<file path="config.mk">
export PLATFORM = sky130hd
export DESIGN_NAME = inst_encoder
export DESIGN_NICKNAME = d
export VERILOG_FILES = /design/src/rtl/inst_encoder.sv
export SDC_FILE = /design/constraint.sdc
export NUM_CORES = 1
export LEC_CHECK = 0
export ABC_AREA = 1
export BUFFER_PORTS_ARGS = -buffer_cell sky130_fd_sc_hd__buf_2
export CAP_MARGIN = 20
export CORE_MARGIN = 1.5
export CORE_UTILIZATION = 45
export CTS_CLUSTER_DIAMETER = 60
export CTS_CLUSTER_SIZE = 12
export DETAILED_ROUTE_END_ITERATION = 10
export GPL_TIMING_DRIVEN = 0
export PLACE_DENSITY = 0.66
export SYNTH_ARGS = -nofsm -noshare
export SYNTH_HDL_FRONTEND = slang
export SYNTH_SLANG_ARGS = --single-unit
</file>
<file path="constraint.sdc">
create_clock -name clk -period 7.21 [get_ports clk]
set_input_delay 1.442 -clock clk [delete_from_list [all_inputs] [get_ports clk]]
set_output_delay 1.442 -clock clk [all_outputs]
set_load 0.005 [all_outputs]
</file>
<file path="src/rtl/inst_encoder.sv">
// inst_encoder: streaming RV32IM instruction encoder.
// Field-level requests are packed into 32-bit instruction words. Each word is
// queued in a small output FIFO and presented on a valid/ready interface.
// Illegal requests are always accepted. They raise a one-cycle enc_err pulse
// and bump a saturating error counter.
// Optional feature macro: INST_ENC_ILLEGAL_PASS_EN. When it is defined,
// illegal requests enqueue the defined-illegal word 32'h00000000 instead of
// being dropped.
module inst_encoder #(
  parameter int DEPTH = 4,
  parameter int CNT_W = 8
) (
  input  logic             clk,
  input  logic             rst_n,
  input  logic             req_valid,
  output logic             req_ready,
  input  logic [3:0]       req_class,
  input  logic [2:0]       req_func3,
  input  logic             req_alt,
  input  logic [4:0]       req_rd,
  input  logic [4:0]       req_rs1,
  input  logic [4:0]       req_rs2,
  input  logic [31:0]      req_imm,
  output logic             inst_valid,
  input  logic             inst_ready,
  output logic [31:0]      inst_word,
  output logic             enc_err,
  output logic [CNT_W-1:0] err_count
);

  localparam int AW = (DEPTH > 1) ? $clog2(DEPTH) : 1;
  localparam logic [AW:0] FULL_CNT = DEPTH[AW:0];

  localparam logic [6:0] OP_OP     = 7'b0110011;
  localparam logic [6:0] OP_IMM    = 7'b0010011;
  localparam logic [6:0] OP_LOAD   = 7'b0000011;
  localparam logic [6:0] OP_STORE  = 7'b0100011;
  localparam logic [6:0] OP_BRANCH = 7'b1100011;
  localparam logic [6:0] OP_LUI    = 7'b0110111;
  localparam logic [6:0] OP_AUIPC  = 7'b0010111;
  localparam logic [6:0] OP_JAL    = 7'b1101111;
  localparam logic [6:0] OP_JALR   = 7'b1100111;

  localparam logic [6:0] F7_ALT = 7'b0100000;
  localparam logic [6:0] F7_MUL = 7'b0000001;

`ifdef INST_ENC_ILLEGAL_PASS_EN
  localparam bit PASS_ILLEGAL = 1'b1;
`else
  localparam bit PASS_ILLEGAL = 1'b0;
`endif

  logic [31:0]      enc_word;
  logic             enc_illegal;
  logic [31:0]      push_word;
  logic             accept;
  logic             push;
  logic             pop;

  logic [31:0]      mem [DEPTH];
  logic [AW-1:0]    wr_ptr_reg;
  logic [AW-1:0]    rd_ptr_reg;
  logic [AW:0]      count_reg;
  logic             enc_err_reg;
  logic [CNT_W-1:0] err_count_reg;

  // Combinational field packing and legality check for the current request
  always_comb begin
    enc_word    = 32'h0;
    enc_illegal = 1'b0;
    case (req_class)
      4'd0: begin
        enc_word = {(req_alt ? F7_ALT : 7'b0), req_rs2, req_rs1, req_func3, req_rd, OP_OP};
        if (req_alt && (req_func3 != 3'b000) && (req_func3 != 3'b101))
          enc_illegal = 1'b1;
      end
      4'd1: begin
        enc_word = {F7_MUL, req_rs2, req_rs1, req_func3, req_rd, OP_OP};
      end
      4'd2: begin
        if ((req_func3 == 3'b001) || (req_func3 == 3'b101)) begin
          // Shifts carry the shift amount in imm[4:0]; func7 comes from req_alt
          enc_word = {(req_alt ? F7_ALT : 7'b0), req_imm[4:0], req_rs1, req_func3, req_rd, OP_IMM};
          if (req_imm[11:5] != 7'b0)
            enc_illegal = 1'b1;
          if ((req_func3 == 3'b001) && req_alt)
            enc_illegal = 1'b1;
        end else begin
          enc_word = {req_imm[11:0], req_rs1, req_func3, req_rd, OP_IMM};
        end
      end
      4'd3: begin
        enc_word = {req_imm[11:0], req_rs1, req_func3, req_rd, OP_LOAD};
        if ((req_func3 == 3'b011) || (req_func3 == 3'b110) || (req_func3 == 3'b111))
          enc_illegal = 1'b1;
      end
      4'd4: begin
        enc_word = {req_imm[11:5], req_rs2, req_rs1, req_func3, req_imm[4:0], OP_STORE};
        if (req_func3 > 3'b010)
          enc_illegal = 1'b1;
      end
      4'd5: begin
        enc_word = {req_imm[12], req_imm[10:5], req_rs2, req_rs1, req_func3,
                    req_imm[4:1], req_imm[11], OP_BRANCH};
        if ((req_func3 == 3'b010) || (req_func3 == 3'b011))
          enc_illegal = 1'b1;
        if (req_imm[0])
          enc_illegal = 1'b1;
      end
      4'd6: begin
        enc_word = {req_imm[31:12], req_rd, OP_LUI};
      end
      4'd7: begin
        enc_word = {req_imm[31:12], req_rd, OP_AUIPC};
      end
      4'd8: begin
        enc_word = {req_imm[20], req_imm[10:1], req_imm[11], req_imm[19:12], req_rd, OP_JAL};
        if (req_imm[0])
          enc_illegal = 1'b1;
      end
      4'd9: begin
        // JALR only exists with func3 = 000, so the request's func3 is ignored
        enc_word = {req_imm[11:0], req_rs1, 3'b000, req_rd, OP_JALR};
      end
      default: begin
        enc_word    = 32'h0;
        enc_illegal = 1'b1;
      end
    endcase
  end

  // Handshake and FIFO control; a full FIFO blocks even when a pop is pending
  always_comb begin
    req_ready  = (count_reg != FULL_CNT);
    inst_valid = (count_reg != '0);
    accept     = req_valid && req_ready;
    push       = accept && (!enc_illegal || PASS_ILLEGAL);
    pop        = inst_valid && inst_ready;
    push_word  = enc_illegal ? 32'h0 : enc_word;
    inst_word  = inst_valid ? mem[rd_ptr_reg] : 32'h0;
  end

  // FIFO storage; no reset needed because reads are gated by occupancy
  always_ff @(posedge clk) begin
    if (push)
      mem[wr_ptr_reg] <= push_word;
  end

  // FIFO pointers and occupancy; pointers wrap naturally at DEPTH
  always_ff @(posedge clk or negedge rst_n) begin
    if (!rst_n) begin
      wr_ptr_reg <= '0;
      rd_ptr_reg <= '0;
      count_reg  <= '0;
    end else begin
      if (push)
        wr_ptr_reg <= wr_ptr_reg + 1'b1;
      if (pop)
        rd_ptr_reg <= rd_ptr_reg + 1'b1;
      if (push && !pop)
        count_reg <= count_reg + 1'b1;
      else if (!push && pop)
        count_reg <= count_reg - 1'b1;
    end
  end

  // Error pulse and saturating error counter for accepted illegal requests
  always_ff @(posedge clk or negedge rst_n) begin
    if (!rst_n) begin
      enc_err_reg   <= 1'b0;
      err_count_reg <= '0;
    end else begin
      enc_err_reg <= accept && enc_illegal;
      if (accept && enc_illegal && (err_count_reg != {CNT_W{1'b1}}))
        err_count_reg <= err_count_reg + 1'b1;
    end
  end

  assign enc_err   = enc_err_reg;
  assign err_count = err_count_reg;

endmodule

</file>
==> flow_metrics.env <==
export IMPL_run_status="completed"
export IMPL_cts_clk_slew_worst_paths_ns=0.06
export IMPL_place_congestion=0.955
export IMPL_final_core_util_pct=56.5
export IMPL_place_detailed_hpwl_um=11700
export IMPL_routed_via_density=5.45
export IMPL_worst_path_buf_inv=3
export IMPL_io_buffers=101
export IMPL_numCtsBuffers=17
export IMPL_yosys_register_bits=140
export IMPL_holdWs_ns=0.506
export IMPL_placeableCoreArea_um2=13900
export IMPL_worst_path_largest_cell_delay_ns=0.76
export IMPL_grt_max_degree=24
export IMPL_area_sequential_um2=4120
export IMPL_cp_max_fo=10
export IMPL_nets=827
export IMPL_power_per_cell_area_nw_per_um2=380
export IMPL_final_period_minus_worst_setup_slack_ns=4.01
export IMPL_grt_pass1_wl_um=26300
export IMPL_area_share_of_fa_ha_maj_cells_after_synthesis_pct=1.48
export IMPL_cts_resized_gates=0
export IMPL_synth_nets=703
export IMPL_cpMaxStageDelayCell="nor3_1"
export IMPL_post_cts_setup_buffers=0
export IMPL_num_rows=43
export IMPL_worst_slew_pin_slew_ns=0.904
export IMPL_final_fill_count=1221
export IMPL_power_ir_vdd_worst_uv=211
export IMPL_finalSetupViolations=0
export IMPL_synth_cell_types=31
export IMPL_synthesis_area_um2=6410
export IMPL_ys_warnings_count=0
export IMPL_finalHoldViolations=0
export IMPL_vias_in_the_first_global_route=4956
export IMPL_synthCells=637
export IMPL_max_freq_ghz=0.249
export IMPL_layout_cells_non_filler=954
export IMPL_finalInstanceArea_um2=7840
export IMPL_synthSimpleGateAreaFrac_pct=17.4
export IMPL_r2r_worst_path_cells=9
export IMPL_seq_area_frac_synth_pct=64.4
export IMPL_clock_path_buffers=2
export IMPL_drc_errors=0
export IMPL_start_util_pct=46.2
export IMPL_worst_endpoint_arrival_ns=2.57
export IMPL_grt_antenna_before_repair=1
export IMPL_combinational_family_with_the_most_area_after_synthesis="simple AND/OR/NAND/NOR gates"
export IMPL_avgRoutedWirePerCell_um=18.2
export IMPL_final_setup_tns_ns=0
export IMPL_drt_pre_antenna_iters=5
export IMPL_cpLargestDelayFamily="buffers and inverters"
export IMPL_synth_compound_area_share_pct=11.6
export IMPL_number_of_buffers_added_to_fix_hold_violations_after_cts=0
export IMPL_dieArea_um2=15000
export IMPL_synth_mux_area_share_pct=0.176
export IMPL_die_width_um=122
export IMPL_maxCapViolations=0
export IMPL_floorplan_io_pins=102
export IMPL_placement_setup_worst_slack_ns=3.39
export IMPL_clock_tree_from_tritoncts="done"
export IMPL_grt_ovfl_total=0
export IMPL_area_growth_pct=22.4
export IMPL_synthesis_area_per_instance_um2=10.1
export IMPL_critical_path_cell_count=5
export IMPL_wirelength_um=17400
export IMPL_route_vias_total=5195
export IMPL_timing_max_slew_rel_slack_pct=39.3
export IMPL_final_period_utilization_pct=55.6
export IMPL_drt_iter0_drc=503
export IMPL_numClockSinks=140
export IMPL_required_ns=5.77
export IMPL_final_setup_worst_slack_ns=3.20
export IMPL_master_cell_of_the_clock_root_buffer="clkbuf_16"
export IMPL_leakage_nw=3.08
export IMPL_cp_end_kind="output pin"
export IMPL_crit_type="reg -> out"
export IMPL_start_kind="flop"
export IMPL_worst_hold_path_num_cells=1
export IMPL_worst_hold_class="reg -> reg"
export IMPL_dieHeight_um=122
export IMPL_post_place_cells=922
export IMPL_post_layout_total_power_mw=2.98
export IMPL_postPlaceCellArea_um2=7250
export IMPL_clock_insertion_delay_worst_skew_ns=0.42
export IMPL_multi_input_area_um2=2060
export IMPL_report_final_slew_viol_count=0
export IMPL_clock_tree_htree_level_count=4
export IMPL_final_layout_size_suffix_gt1_share_pct=18.7
export IMPL_grt_use_total_pct=24.2
export IMPL_ant_nets=0
export IMPL_crit_path_cell_trace="nor3_1, clkbuf_1, a21oi_1, buf_4, buf_2"
export IMPL_grt_setup_unrepaired="no"
export IMPL_yosys_area_share_xor_xnor_pct=1.09
export IMPL_number_of_flip_flops_in_the_largest_register=124
export IMPL_skew_ns=0.00983
export IMPL_antenna_cells_inserted=0
[where the power goes]
group          switching [mW]  internal, mW  leakage [nW]
sequential             0.0479          1.01          1.34
clock                   0.308         0.571         0.286
combinational           0.669         0.376          1.45
total                    1.02          1.96          3.08
[Yosys cell counts]
master,n,area [µm²]
nor2_1,161,604
edfxtp_1,124,3720
nand2_1,87,327
o21ai_0,68,340
a21oi_1,56,280
inv_1,26,97.6
clkbuf_1,22,82.6
dfrtp_1,16,400
nand3_1,12,60.1
nand4_1,9,56.3
a22oi_1,6,45.0
ha_1,6,75.1
nand2b_1,5,31.3
a31oi_1,4,25.0
a32oi_1,4,35.0
buf_2,4,20.0
xnor2_1,4,35.0
xor2_1,4,35.0
buf_1,3,11.3
inv_2,3,11.3
buf_4,2,15.0
o22ai_1,2,12.5
buf_6,1,11.3
fa_1,1,20.0
mux2_2,1,11.3
nand3_2,1,10.0
nand3b_1,1,7.51
nor2_2,1,6.26
nor3_1,1,5.00
o21ai_1,1,5.00
or2_1,1,6.26
[metal layers]
layer / routed length [µm] / track usage [%]
met1: 7250 / 31.1
met2: 8370 / 38.7
met3: 1380 / 6.41
met4: 401 / 10.5
met5: 0 / 0
[path summary, 6_finish.rpt]
path	slack, ns	start	end
max in group asynchronous	6.01	rst_n	err_count[7]
worst max-delay path	3.20	count_reg[0]	inst_word[1]
min in group asynchronous	0.93	rst_n	err_count[1]
worst min register to register	0.51	count_reg[2]	count_reg[2]
worst max register to register	4.59	count_reg[0]	count_reg[2]
worst min-delay path	0.51	count_reg[2]	count_reg[2]
[cells by family (layout without fill, tap and decap cells)]
group           Yosys count  after routing
xor+xnor                  8              8
buf+inv                  61            198
simple gates            279            279
flops                   140            140
compound gates          141            141
mux                       1              1
fa+ha+maj                 7              7
[layout by cell type (no fill, tap or decap), types with 2 or more instances in the layout]
cell type,n
clkbuf_16,17
bufinv_16,4
buf_4,2
o22ai_1,2
xnor2_1,4
inv_2,3
clkinv_1,5
buf_12,3
a32oi_1,4
a21oi_1,56
a22oi_1,6
nand3_1,12
nor2_4,4
xor2_1,4
o21ai_0,68
nand4_1,9
clkinv_2,2
a31oi_1,4
edfxtp_1,124
buf_1,3
ha_1,6
nor2_1,157
dfrtp_1,16
clkbuf_1,26
nand2b_1,5
inv_1,26
buf_2,105
nand2_1,87
[layout make-up]
| type | instances | share of cell area (%) |
|---|---|---|
| tap | 180 | 2.87 |
| multi-input combinational | 436 | 26.3 |
| timing repair buffer | 105 | 7.56 |
| buffer | 32 | 1.79 |
| inverter | 29 | 1.39 |
| sequential | 140 | 52.6 |
| clock inverter | 11 | 1.90 |
| clock buffer | 21 | 5.61 |
No activity file was read; power rests on OpenSTA's default activity.
